<file path="src/rtl/cordic_iter.sv">
// Iterative CORDIC engine: one micro-rotation per clock, rotation or vectoring mode,
// with a +/-pi/2 pre-rotation at capture so the full +/-pi angle range converges.
module cordic_iter #(
  parameter int DATA_W = 20,
  parameter int ANG_W  = 20,
  parameter int ITER   = 16,
  parameter int GUARD  = 2
) (
  input  logic                     CLK_I,
  input  logic                     RST_N_I,
  input  logic                     VALID_I,
  output logic                     READY_O,
  input  logic                     MODE_I,
  input  logic signed [DATA_W-1:0] X_I,
  input  logic signed [DATA_W-1:0] Y_I,
  input  logic signed [ANG_W-1:0]  Z_I,
  output logic                     VALID_O,
  input  logic                     READY_I,
  output logic signed [DATA_W-1:0] X_O,
  output logic signed [DATA_W-1:0] Y_O,
  output logic signed [ANG_W-1:0]  Z_O,
  output logic                     MODE_O
);
  localparam int IW = DATA_W + GUARD;
  localparam int CW = $clog2(ITER);

  function automatic logic signed [ANG_W-1:0] f_ang_q(input real rad);
    real s;
    s = 1.0;
    for (int k = 0; k < ANG_W - 3; k++) s = s * 2.0;
    return ANG_W'($rtoi(rad * s + 0.5));
  endfunction

  // atan(2^-i) by its Taylor series; 2^-i <= 0.5 for i >= 1 so 40 terms are far below 1 LSB.
  function automatic logic signed [ANG_W-1:0] f_atan(input int i);
    real t, t2, term, a, sgn;
    t = 1.0;
    for (int k = 0; k < i; k++) t = t / 2.0;
    if (i == 0) begin
      a = 0.78539816339744830962;
    end else begin
      a    = 0.0;
      t2   = t * t;
      term = t;
      sgn  = 1.0;
      for (int k = 0; k < 40; k++) begin
        a    = a + sgn * term / $itor(2 * k + 1);
        term = term * t2;
        sgn  = -sgn;
      end
    end
    return f_ang_q(a);
  endfunction

  function automatic logic signed [DATA_W-1:0] f_sat(input logic signed [IW-1:0] v);
    if (v[IW-1:DATA_W-1] == {(GUARD + 1){v[IW-1]}}) return v[DATA_W-1:0];
    else if (v[IW-1]) return {1'b1, {(DATA_W - 1){1'b0}}};
    else return {1'b0, {(DATA_W - 1){1'b1}}};
  endfunction

  localparam logic signed [ANG_W-1:0] PI2 = f_ang_q(1.57079632679489661923);

  logic signed [ANG_W-1:0] w_atan [ITER];
  for (genvar g = 0; g < ITER; g++) begin : g_atan
    localparam logic signed [ANG_W-1:0] ATAN_G = f_atan(g);
    assign w_atan[g] = ATAN_G;
  end

  typedef enum logic [1:0] {S_IDLE, S_RUN, S_DONE} state_t;

  state_t                  r_state;
  logic                    r_rdy, r_vld, r_mode, r_fin;
  logic [CW-1:0]           r_cnt;
  logic signed [IW-1:0]    r_x, r_y;
  logic signed [ANG_W-1:0] r_z;

  logic signed [IW-1:0]    w_xe, w_ye, w_x0, w_y0, w_xs, w_ys, w_xn, w_yn;
  logic signed [ANG_W-1:0] w_z0, w_zn;
  logic                    w_up;

  assign w_xe = {{GUARD{X_I[DATA_W-1]}}, X_I};
  assign w_ye = {{GUARD{Y_I[DATA_W-1]}}, Y_I};

  always_comb begin
    w_x0 = w_xe;
    w_y0 = w_ye;
    w_z0 = Z_I;
    if (!MODE_I) begin
      if (Z_I > PI2) begin
        w_x0 = -w_ye;  w_y0 = w_xe;   w_z0 = Z_I - PI2;
      end else if (Z_I < -PI2) begin
        w_x0 = w_ye;   w_y0 = -w_xe;  w_z0 = Z_I + PI2;
      end
    end else if (X_I[DATA_W-1]) begin
      if (!Y_I[DATA_W-1]) begin
        w_x0 = w_ye;   w_y0 = -w_xe;  w_z0 = Z_I + PI2;
      end else begin
        w_x0 = -w_ye;  w_y0 = w_xe;   w_z0 = Z_I - PI2;
      end
    end
  end

  // One micro-rotation; w_up is d=+1. Both x and y updates use the pre-update values.
  assign w_xs = r_x >>> r_cnt;
  assign w_ys = r_y >>> r_cnt;
  assign w_up = r_mode ? r_y[IW-1] : ~r_z[ANG_W-1];
  assign w_xn = w_up ? r_x - w_ys : r_x + w_ys;
  assign w_yn = w_up ? r_y + w_xs : r_y - w_xs;
  assign w_zn = w_up ? r_z - w_atan[r_cnt] : r_z + w_atan[r_cnt];

  assign READY_O = r_rdy;
  assign VALID_O = r_vld;

  always_ff @(posedge CLK_I or negedge RST_N_I) begin
    if (!RST_N_I) begin
      r_state <= S_IDLE;
      r_rdy   <= 1'b0;
      r_vld   <= 1'b0;
      r_mode  <= 1'b0;
      r_fin   <= 1'b0;
      r_cnt   <= '0;
      r_x     <= '0;
      r_y     <= '0;
      r_z     <= '0;
      X_O     <= '0;
      Y_O     <= '0;
      Z_O     <= '0;
      MODE_O  <= 1'b0;
    end else begin
      case (r_state)
        S_IDLE: begin
          r_rdy <= 1'b1;
          if (VALID_I && r_rdy) begin
            r_rdy   <= 1'b0;
            r_x     <= w_x0;
            r_y     <= w_y0;
            r_z     <= w_z0;
            r_mode  <= MODE_I;
            r_cnt   <= '0;
            r_fin   <= 1'b0;
            r_state <= S_RUN;
          end
        end
        S_RUN: begin
          if (!r_fin) begin
            r_x <= w_xn;
            r_y <= w_yn;
            r_z <= w_zn;
            if (r_cnt == CW'(ITER - 1)) r_fin <= 1'b1;
            else r_cnt <= r_cnt + 1'b1;
          end else begin
            // Extra cycle after the last iteration: saturate and publish the result.
            X_O     <= f_sat(r_x);
            Y_O     <= f_sat(r_y);
            Z_O     <= r_z;
            MODE_O  <= r_mode;
            r_fin   <= 1'b0;
            r_vld   <= 1'b1;
            r_state <= S_DONE;
          end
        end
        S_DONE: begin
          if (READY_I) begin
            r_vld   <= 1'b0;
            r_rdy   <= 1'b1;
            r_state <= S_IDLE;
          end
        end
        default: r_state <= S_IDLE;
      endcase
    end
  end
endmodule

</file>
<file path="config.mk">
export PLATFORM = sky130hd
export DESIGN_NAME = cordic_iter
export DESIGN_NICKNAME = d
export VERILOG_FILES = /design/src/rtl/cordic_iter.sv
export SDC_FILE = /design/constraint.sdc
export NUM_CORES = 1
export LEC_CHECK = 0
export BUFFER_PORTS_ARGS = -buffer_cell sky130_fd_sc_hd__buf_4
export CAP_MARGIN = 20
export CELL_PAD_IN_SITES_DETAIL_PLACEMENT = 1
export CELL_PAD_IN_SITES_GLOBAL_PLACEMENT = 2
export CORE_ASPECT_RATIO = 0.7
export CORE_MARGIN = 8
export CORE_UTILIZATION = 37
export CTS_CLUSTER_DIAMETER = 60
export DETAILED_ROUTE_END_ITERATION = 6
export GPL_TIMING_DRIVEN = 0
export PLACE_DENSITY = 0.88
export SLEW_MARGIN = 20
export SYNTH_ARGS = -nofsm -noshare
export SYNTH_HDL_FRONTEND = slang
export SYNTH_SLANG_ARGS = --single-unit
</file>
<file path="constraint.sdc">
create_clock -name CLK_I -period 7.4 [get_ports CLK_I]
set_clock_uncertainty 0.1 [all_clocks]
set_input_delay 1.48 -clock CLK_I [delete_from_list [all_inputs] [get_ports CLK_I]]
set_output_delay 1.48 -clock CLK_I [all_outputs]
set_load 0.005 [all_outputs]
</file>
==> results of run 1 <==
synthesized netlist by cell type (32+ instances only):
cell      instances
nand2_1         264
nor2_1          219
a21oi_1         207
o21ai_0         165
dfrtp_1         135
clkbuf_1        123
xnor2_1          87
ha_1             82
xor2_1           59
nor3_1           53
nand3_1          48
mux2i_1          46
mux4_2           46
inv_1            44
o22ai_1          36
or3_1            32
sequential cells by signal, indices dropped and copies added (netlist names):
signal,flops
r_y,22
r_cnt,4
READY_O,1
Z_O,20
r_z,20
VALID_O,1
r_fin,1
r_x,22
X_O,20
r_state,2
r_mode,1
Y_O,20
MODE_O,1
layout make-up:
cell class | instances | area, sq um
Antenna cell | 1 | 2.50
Inverter | 49 | 184
Multi-Input combinational cell | 1795 | 12200
Sequential cell | 135 | 3380
Clock buffer | 19 | 443
Buffer | 169 | 798
Clock inverter | 13 | 134
Fill cell | 5496 | 25200
Tap cell | 594 | 743
Timing Repair Buffer | 103 | 801
routing by layer:
metal  vias to the layer above  GRT usage  routed length (microns)
met3                       172      0.133                    12800
met5                         -          0                       41
li1                       8139          -                        -
met2                      1256      0.481                    36200
met1                      9879      0.504                    40800
met4                         6     0.0857                     2100
worst max-delay path, cell delays in order (launching register included):
cell and delay, ns:
dfrtp_1 0.32, buf_2 0.32, buf_2 0.42, buf_2 0.43, buf_1 0.67, mux4_2 0.43, nand2_1 0.09, nand2_1 0.10
a21oi_2 0.45, ha_1 0.26, inv_1 0.04, nor3_1 0.59, a31oi_1 0.19, xnor2_1 0.29, ha_1 0.32, o21ai_0 0.16
a211oi_1 0.25, o21ai_0 0.22, a21oi_1 0.44, a31o_2 0.25, a21oi_1 0.09, or4b_2 0.64, nand3_1 0.09
stage by stage:
step,setup slack [ns],util
6_report,0.146,0.425
5_1_grt,-0.0192,0.425
4_1_cts,0.305,0.425
3_5_place_dp,0.367,0.412
3_3_place_gp,0.465,0.411
2_1_floorplan,2.24,-
cell usage in the layout, fill, tap and decap left out, drive strengths merged, types with 10 or more instances in the layout:
| master | instances |
|---|---|
| nand2 | 264 |
| nor2 | 219 |
| a21oi | 209 |
| o21ai | 166 |
| clkbuf | 146 |
| buf | 145 |
| dfrtp | 135 |
| xnor2 | 87 |
| ha | 82 |
| xor2 | 59 |
| mux4 | 56 |
| nor3 | 53 |
| inv | 51 |
| nand3 | 49 |
| mux2i | 46 |
| o22ai | 36 |
| or3 | 34 |
| a31oi | 30 |
| a211oi | 30 |
| a21o | 30 |
| o211ai | 29 |
| nand2b | 21 |
| o21a | 20 |
| a22oi | 18 |
| and3 | 18 |
| nor2b | 15 |
| and2 | 15 |
| o31ai | 13 |
| a221oi | 13 |
| or2 | 12 |
| mux2 | 12 |
| a21boi | 10 |
| nor4 | 10 |
worst paths after layout:
path	startpoint	end	slack (ns)	depth (start not counted)
worst max register to register	r_cnt[3]$_DFFE_PN0P_	r_x[20]$_DFFE_PN0P_	0.15	22
worst max-delay path	r_cnt[3]$_DFFE_PN0P_	r_x[20]$_DFFE_PN0P_	0.15	22
min in group asynchronous	RST_N_I	Z_O[18]$_DFFE_PN0P_	0.84	1
worst min-delay path	Y_O[10]$_DFFE_PN0P_	Y_O[10]$_DFFE_PN0P_	0.38	2
max in group asynchronous	RST_N_I	X_O[15]$_DFFE_PN0P_	5.53	2
worst min register to register	Y_O[10]$_DFFE_PN0P_	Y_O[10]$_DFFE_PN0P_	0.38	2
kinds of logic (layout without fill, tap and decap cells):
family,Yosys count,in the layout
xor gates and xnor gates,146,146
buffers and inverters,218,353
muxes,114,114
other,0,1
DFF,135,135
and+or+nand+nor,751,751
AOI/OAI and AO/OA,699,699
adders and majority gates,85,85
what timing repair did:
item	in CTS	in global routing
endpoints found under the setup margin	0	5
hold endpoints to repair	0	0
resized for setup	0	2
==> summary.md, run 1 <==
| Metric | Value |
|---|---|
| Synth Area in Adders | 0.0657 |
| Detail Route Antenna Nets | 0 |
| Placed insts | 2,843 |
| Final #Nets | 2,420 |
| Starting density of the core | 0.377 |
| Seq/Total Area, Yosys | 0.204 |
| Rows | 64 |
| GRT Util Overall | 0.349 |
| Synth Area in Compound Gates | 0.267 |
| Routability cong. | approximately 1.1 |
| Synthesized instance count | roughly 2.1k |
| CTS tree | yes |
| Synth Register Bits | roughly 140 |
| DRT Pass-1 Iters | 5 |
| Max_cap viols | 0 |
| Rel. slew slack | 0.156 |
| FMAX | around 140 MHz |
| Final Cell Area | 18,700 sq um |
| Synth unique cells | 94 |
| Area leader, netlist | dfrtp_1 |
| DRT Wirelength | approximately 92,000 microns |
| Share of layout cells above drive strength 1 | 0.120 |
| Worst-Skew Late Latency | approximately 0.46 ns |
| Syn_area_per_cell | slightly below 8 sq um |
| Worst path arrival time | 7.54 ns |
| Final setup fails | 0 |
| Xor and xnor area share after synthesis | 0.0774 |
| CP max FO | 10 |
| Max clock buf depth | 2 |
| Vias | approximately 19k |
| Crit Path Category | register to register |
| Synth Flop Type | dfrtp_1 |
| Crit. End Element | register |
| Post-synth ARST share | 1.00 |
| Total CTS buffers | 17 |
| Setup repair after global routing missed its margin | true |
| Post-Syn Nets | approximately 2.3k |
| Die footprint | between 50,000 and 60,000 sq um |
| Dpl hpwl | 73,100 microns |
| Critical Path RT | between 7 and 8 ns |
| Die W | between 200 and 300 microns |
| Count of pins over their slew limit | 0 |
| WL/cell | 31.9 microns |
| Fin crit share | 0.980 |
| TritonCTS Sinks | 135 |
| EDFF count, synth | 0 |
| Placed Area | about 18,000 sq um |
| Status | finished, final reports clean |
| Setup crit start kind | register |
| Overflow after GRT | 0 |
| CTS root buf | clkbuf_16 |
| Syn Std Cell Area | 16,500 sq um |
| Largest net degree at the start of global routing | between 70 and 80 |
| Worst slew pin tran | about 1.3 ns |
| Yosys warns | 0 |
| IO Count | 128 |
| Initial DRC count | between 2k and 3k |
| Area delta synth->final | 12.9% |
| Synth area leaders | dfrtp_1 20%, a21oi_1 6.3%, mux4_2 6.3%, ha_1 6.2%, nand2_1 6.0% |
| Via density | between 6 and 7 |
| Core region area | ~44,000 sq um |
| Main combinational cell family by area after synthesis | compound AO/OA/AOI/OAI gates |
| DRC | 0 |
| Final cell count without fillers | 2,878 |
| Post-synth top area share | 0.204 |
| Hold Crit Class | register to register |
| Clock-pin transition on the worst setup and hold timing paths | 0.07 ns |
| Hold buffers post-CTS | 0 |
| Mux share of post-synthesis cell area | 0.114 |
| Setup Total Neg Slack | 0 ns |
| Min Hold Slack | 0.376 ns |
| Vias in the first global route | between 15k and 20k |
| First-pass GRT wire length | 133,000 microns |
| Initial antenna violation count | 6 |
| Port bufs | 100 |
| Synth Area in Simple Gates | 0.211 |
| Crit path time final | 7.25 ns |
| Die H | ~190 microns |
| Number of post-CTS setup repair buffers | 0 |
| Htree depth | 4 |
| Fin. Hold Viols | 0 |
Power of run 1 is left out: the tool's default activity adds up to more than one toggle a clock period on the data nets, which glitch-free logic cannot reach.
==> run 2: changes to the inputs <==
Settings changed: CORE_UTILIZATION 37 to 38, PLACE_DENSITY 0.88 to 0.9.
Clock period 7.4 ns to 9.3 ns, I/O delays scaled along.
==> run 2 against run 1 <==
  * The flow now finishes with violations (DRC)
  * Fmax is 4.5% lower
  * Critical path depth unchanged
  * Count of clock-buffer cells in the layout decreased by 2
  * Die area decreased by 2.4%
  * Routed wire length grew 4.1%
  * Design area grew 0.25%
  * Register-to-register slack improved by 1.6 ns
  * Hold slack worse by 0.0012 ns
  * Non-clock buffer count unchanged
==> summary.md, run 2 (same netlist as run 1, synthesis figures left out) <==
| Metric | Value |
|---|---|
| Crit. End Element | register |
| # fillers | ~5.3k |
| Setup Total Neg Slack | 0 ns |
| Largest net degree at the start of global routing | 76 |
| Fin. Hold Viols | 0 |
| TritonCTS Sinks | about 140 |
| Die footprint | about 51,000 sq um |
| Hold Crit Class | register to register |
| Starting density of the core | 0.381 |
| DRC | 2 |
| Rel. slew slack | 0.154 |
| Crit Path Category | register to register |
| Most frequent cells in the layout | 264 x nand2_1, 219 x nor2_1, 206 x a21oi_1 |
| Initial antenna violation count | 5 |
| Number of post-CTS setup repair buffers | 0 |
| Rows | 64 |
| CTS root buf | clkbuf_16 |
| Worst-Skew Late Latency | about 0.47 ns |
| Status | complete, but fails checks |
| FMAX | 132 MHz |
| Via density | 6.79 |
| IO Count | ~130 |
| Count of pins over their slew limit | 0 |
| DRT Pass-1 Iters | 7 |
| Reg-to-Reg Start | r_cnt[2]$_DFFE_PN0P_ |
| CP Launch Point | r_cnt[2]$_DFFE_PN0P_ |
| # diodes | 0 |
| Cts repair resizes | 0 |
| Total CTS buffers | 17 |
| GRT Util Overall | 0.370 |
| Biggest regs | r_x x22, r_y x22 |
| Die W | roughly 270 microns |
| Vias in the first global route | slightly below 20k |
| Crit path time final | approximately 7.6 ns |
| Dpl hpwl | ~75,000 microns |
| Area delta synth->final | 13.2% |
| Critical Path RT | about 9.6 ns |
| Hold buffers post-CTS | 0 |
| Final setup fails | 0 |
| Max_cap viols | 0 |
| Worst path arrival time | 7.90 ns |
| Clock-pin transition on the worst setup and hold timing paths | ~0.080 ns |
| Commonest non-fill, non-tap cell in the layout | nand2_1 |
| Port bufs | 100 |
| Detail Route Antenna Nets | 0 |
| Vias | roughly 20k |
| Htree depth | 4 |
| R2r endpoint | r_x[20]$_DFFE_PN0P_ |
| Core region area | 43,300 sq um |
| Die H | ~190 microns |
| Worst slew pin tran | around 1.3 ns |
| Setup repair after global routing missed its margin | false |
| CTS tree | yes |
| Max clock buf depth | 2 |
| Fin crit share | 0.817 |
| DRT Wirelength | around 96,000 microns |
| End of the critical path | r_x[20]$_DFFE_PN0P_ |
| Register-to-Register Setup Slack | approximately 1.7 ns |
| Violated checks | DRC |
| Final #Nets | 2,420 |
| Reg2Reg Depth | 22 |
| CP max FO | 10 |
| WL/cell | 33.2 microns |
| Overflow after GRT | 0 |
| Initial DRC count | 2,626 |
| Routability cong. | ~1.1 |
| First-pass GRT wire length | 138,000 microns |
| Setup crit start kind | register |
| Share of layout cells above drive strength 1 | 0.120 |
## run 2: cell count changes in the layout (fill, tap and decap cells not counted), sizes merged
cell,before,now
clkinvlp,2,0
inv,51,52
diode,1,0
clkbuf,146,144
clkinv,8,12
bufinv,1,0
## run 2: routing by layer
| layer | up-vias | global-route usage | share of wire | wire length [microns] |
|---|---|---|---|---|
| met1 | 9965 | 0.532 | 0.44 | 42400 |
| met3 | 164 | 0.142 | 0.14 | 13200 |
| met5 | - | 0 | 0.00028 | 27 |
| met2 | 1268 | 0.507 | 0.39 | 37700 |
| met4 | 4 | 0.0997 | 0.023 | 2230 |
| li1 | 8132 | - | - | - |
## run 2: worst min-delay path by stage
stage               slack (ns)            endpoint  cells after the start                from
floorplan                 0.37  Z_O[2]$_DFFE_PN0P_                      2  r_z[2]$_DFFE_PN0P_
global placement          0.36  Z_O[6]$_DFFE_PN0P_                      2  Z_O[6]$_DFFE_PN0P_
detailed placement        0.36  Z_O[2]$_DFFE_PN0P_                      2  Z_O[2]$_DFFE_PN0P_
CTS                       0.38  Z_O[2]$_DFFE_PN0P_                      2  Z_O[2]$_DFFE_PN0P_
global route              0.40  Z_O[2]$_DFFE_PN0P_                      2  Z_O[2]$_DFFE_PN0P_
finish                    0.38  Z_O[6]$_DFFE_PN0P_                      2  Z_O[6]$_DFFE_PN0P_
## run 2: final cells by class
type / count / area, sq um / area share
clock buffers: 17 / 425 / 0.0227
multi-input cells: 1795 / 12200 / 0.651
plain buffers: 169 / 798 / 0.0427
clock inverters: 15 / 196 / 0.0105
inverters: 49 / 184 / 0.00983
well taps: 594 / 743 / 0.0397
flip-flops and latches: 135 / 3380 / 0.181
repair buffers: 103 / 801 / 0.0428
## run 2: critical path, cell delays in order (launching register included)
cell	delay (ns)
dfrtp_1	0.33
buf_2	0.32
buf_2	0.46
buf_6	0.25
clkbuf_8	0.23
clkbuf_1	0.61
clkbuf_1	0.42
o21ai_0	0.16
a21oi_1	0.59
ha_1	0.30
inv_1	0.05
nor3_1	0.60
a31oi_1	0.21
xnor2_1	0.32
ha_1	0.34
o21ai_0	0.20
a211oi_1	0.27
o21ai_0	0.16
a21oi_1	0.48
a31o_2	0.27
a21oi_1	0.10
or4b_2	0.64
nand3_1	0.09
## run 2: metrics by stage
| step | area (sq um) | utilization | instances | hold slack (ns) | setup slack [ns] |
|---|---|---|---|---|---|
| floorplan | 16500 | - | 2148 | 0.367 | 4.14 |
| global placement | 18000 | 0.416 | 2842 | 0.361 | 2.10 |
| detailed placement | 18100 | 0.417 | 2844 | 0.364 | 2.10 |
| CTS | 18700 | 0.432 | 2876 | 0.381 | 2.00 |
| global route | 18700 | 0.432 | 2877 | 0.403 | 1.36 |
| finish | 18700 | 0.432 | 2877 | 0.375 | 1.70 |
Power of run 2 is left out for the same reason.
==> run 3: changes to the inputs <==
Settings changed: ABC_AREA set to 1, CORE_UTILIZATION 38 to 30, PLACE_DENSITY 0.9 to 0.84.
Clock period 9.3 ns to 6.45 ns, I/O delays scaled along.
==> run 3 against run 2 <==
  * The run now ends clean
  * Sequential cell count did not move
  * Via count rose by 12%
  * Sequential share of layout area is 0.79 points lower
  * Final cell count rose by 30%
  * Area after synthesis is 3.9% higher
  * Register-to-register slack lost 0.56 ns
  * Global-route usage shrank 7.0 points
  * Critical path depth shrank 2
  * Worst setup slack lost 0.56 ns
  * Highest routed layer unchanged
==> summary.md, run 3 <==
| Metric | Value |
|---|---|
| Setup repair after global routing missed its margin | false |
| Htree depth | 4 |
| Commonest non-fill, non-tap cell in the layout | nand2_1 |
| Status | finished, final reports clean |
| Crit path time final | around 5.3 ns |
| EDFF count, synth | 0 |
| Worst path arrival time | approximately 5.6 ns |
| First-pass GRT wire length | roughly 150,000 microns |
| Area delta synth->final | 13.9% |
| Worst slew pin tran | ~1.2 ns |
| Setup Total Neg Slack | 0 ns |
| # diodes | 0 |
| Share of layout cells above drive strength 1 | 0.0988 |
| Routability cong. | 0.991 |
| DRT Wirelength | 102,000 microns |
| DRC | 0 |
| CTS root buf | clkbuf_16 |
| Dpl hpwl | 82,000 microns |
| Count of buffer and inverter cells on the critical path | 5 |
| Seq/Total Area, Yosys | 0.197 |
| Die footprint | around 65,000 sq um |
| Final setup fails | 0 |
| Max_cap viols | 0 |
| DRT Pass-1 Iters | 5 |
| Fin crit share | 0.823 |
| Starting density of the core | 0.303 |
| Post-synth top area share | 0.197 |
| Count of pins over their slew limit | 0 |
| Max clock buf depth | 2 |
| Post-synth ARST share | 1.00 |
| Most frequent cells after synthesis | 765 x nand2_1, 279 x o21ai_0, 247 x nor2_1 |
| Initial antenna violation count | 3 |
| Post-Syn Nets | about 3k |
| Vias in the first global route | 21.3k |
| Hold Crit Class | register to register |
| Synth Flop Type | dfrtp_1 |
| Rel. slew slack | 0.167 |
| Synth Register Bits | between 100 and 150 |
| IO Count | 128 |
| Biggest regs | r_x x22, r_y x22 |
| Syn Std Cell Area | between 15,000 and 20,000 sq um |
| Number of post-CTS setup repair buffers | 0 |
| WL/cell | approximately 27 microns |
| Total CTS buffers | 17 |
| Area leader, netlist | dfrtp_1 |
| CP max FO | 10 |
| Synth area leaders | dfrtp_1 20%, nand2_1 17%, o21ai_0 8.1%, nand3_1 7.1%, a21oi_1 6.3% |
| Die H | around 220 microns |
| Top delay family on crit path | compound AO/OA/AOI/OAI gates |
| Yosys warns | 0 |
| Setup crit start kind | register |
| Syn_area_per_cell | between 6 and 7 sq um |
| Synthesized instance count | ~2.8k |
| Overflow after GRT | 0 |
| Most frequent cells in the layout | 765 x nand2_1, 279 x o21ai_0, 247 x nor2_1 |
| Clock-pin transition on the worst setup and hold timing paths | about 0.07 ns |
| Via density | 5.85 |
| Cts repair resizes | 0 |
| Initial DRC count | between 2k and 2.5k |
| Critical Path RT | 6.73 ns |
| Fin. Hold Viols | 0 |
| Crit Path Category | register to register |
| Vias | about 22k |
| Port bufs | 111 |
| Crit. End Element | register |
| Hold buffers post-CTS | 0 |
| Core region area | about 57,000 sq um |
| Die W | between 300 and 400 microns |
| Most frequent cell after synthesis | nand2_1 |
| CP most frequent cell | nand2_1 |
| Final #Nets | between 3k and 4k |
| Slowest CP cell | clkbuf_1 |
| TritonCTS Sinks | approximately 140 |
| Rows | 73 |
| CTS tree | yes |
| Critical-path cell list | clkbuf_1, nand2_1, o21ai_2, inv_2, clkbuf_1, nand2_1, xnor2_1, inv_1, ha_1, a21oi_1, nand2_1, a21oi_1, o21ai_0, inv_1, o21bai_1, nand3_1, a21oi_1, nand3b_1, nand2_1, o21ai_1 |
| Largest net degree at the start of global routing | between 70 and 80 |
| Worst-Skew Late Latency | 0.46 ns |
| GRT Util Overall | 0.300 |
| Critical path's largest stage delay | between 0.6 and 0.7 ns |
| Detail Route Antenna Nets | 0 |
| FMAX | roughly 190 MHz |
| Synth unique cells | 56 |
-- run 3: per-stage QoR --
step | setup WS, ns | area, sq um | utilization | cells | hold WS (ns)
2_1_floorplan | 2.63 | 17200 | - | 2842 | 0.370
6_report | 1.14 | 19600 | 0.345 | 3736 | 0.384
5_1_grt | 0.787 | 19600 | 0.345 | 3736 | 0.424
3_5_place_dp | 1.26 | 19000 | 0.335 | 3704 | 0.372
4_1_cts | 1.22 | 19600 | 0.345 | 3736 | 0.391
3_3_place_gp | 1.01 | 18900 | 0.334 | 3703 | 0.366
-- run 3: routing by layer --
metal,wire (microns),global-route usage
met5,33,0
met4,1800,0.0565
met3,9330,0.0526
met2,40000,0.423
met1,50500,0.467
-- run 3: cells by family (layout without fill, tap and decap cells) --
kind of cell | count (synthesis) | after routing | share of synthesized area
adder cells (fa/ha/maj) | 85 | 85 | 0.0632
XOR/XNOR | 138 | 138 | 0.0704
AND/OR/NAND/NOR | 1405 | 1405 | 0.351
flip-flops | 135 | 135 | 0.197
AO/OA/AOI/OAI | 680 | 680 | 0.225
buffers and inverters | 399 | 543 | 0.0938
-- run 3: worst paths after layout --
path,from,to,slack [ns],cells past startpoint
setup / recovery,r_y[21]$_DFFE_PN0P_,r_y[14]$_DFFE_PN0P_,1.14,20
hold / removal,Z_O[10]$_DFFE_PN0P_,Z_O[10]$_DFFE_PN0P_,0.38,2
setup reg to reg,r_y[21]$_DFFE_PN0P_,r_y[14]$_DFFE_PN0P_,1.14,20
hold reg to reg,Z_O[10]$_DFFE_PN0P_,Z_O[10]$_DFFE_PN0P_,0.38,2
max in group asynchronous,RST_N_I,r_x[19]$_DFFE_PN0P_,4.76,2
min in group asynchronous,RST_N_I,r_z[10]$_DFFE_PN0P_,0.69,1
-- run 3: final cells by class --
cell class                 count  area (sq um)
inverter                     251           942
sequential                   135          3380
timing repair buffer         112           868
clock buffer                  19           443
buffer                       148           669
multi-input combinational   2308         12200
fill                        7570         37200
tap                          750           938
clock inverter                13           135
-- run 3: worst register-to-register path, stage by stage (launching register included) --
cell and delay (ns):
dfrtp_1 0.33, clkbuf_1 0.64, nand2_1 0.15, o21ai_2 0.33, inv_2 0.35, clkbuf_1 0.48, nand2_1 0.23, xnor2_1 0.14
inv_1 0.06, ha_1 0.37, a21oi_1 0.11, nand2_1 0.20, a21oi_1 0.15, o21ai_0 0.54, inv_1 0.13, o21bai_1 0.29
nand3_1 0.15, a21oi_1 0.14, nand3b_1 0.12, nand2_1 0.07, o21ai_1 0.14
Power of run 3 is left out for the same reason.
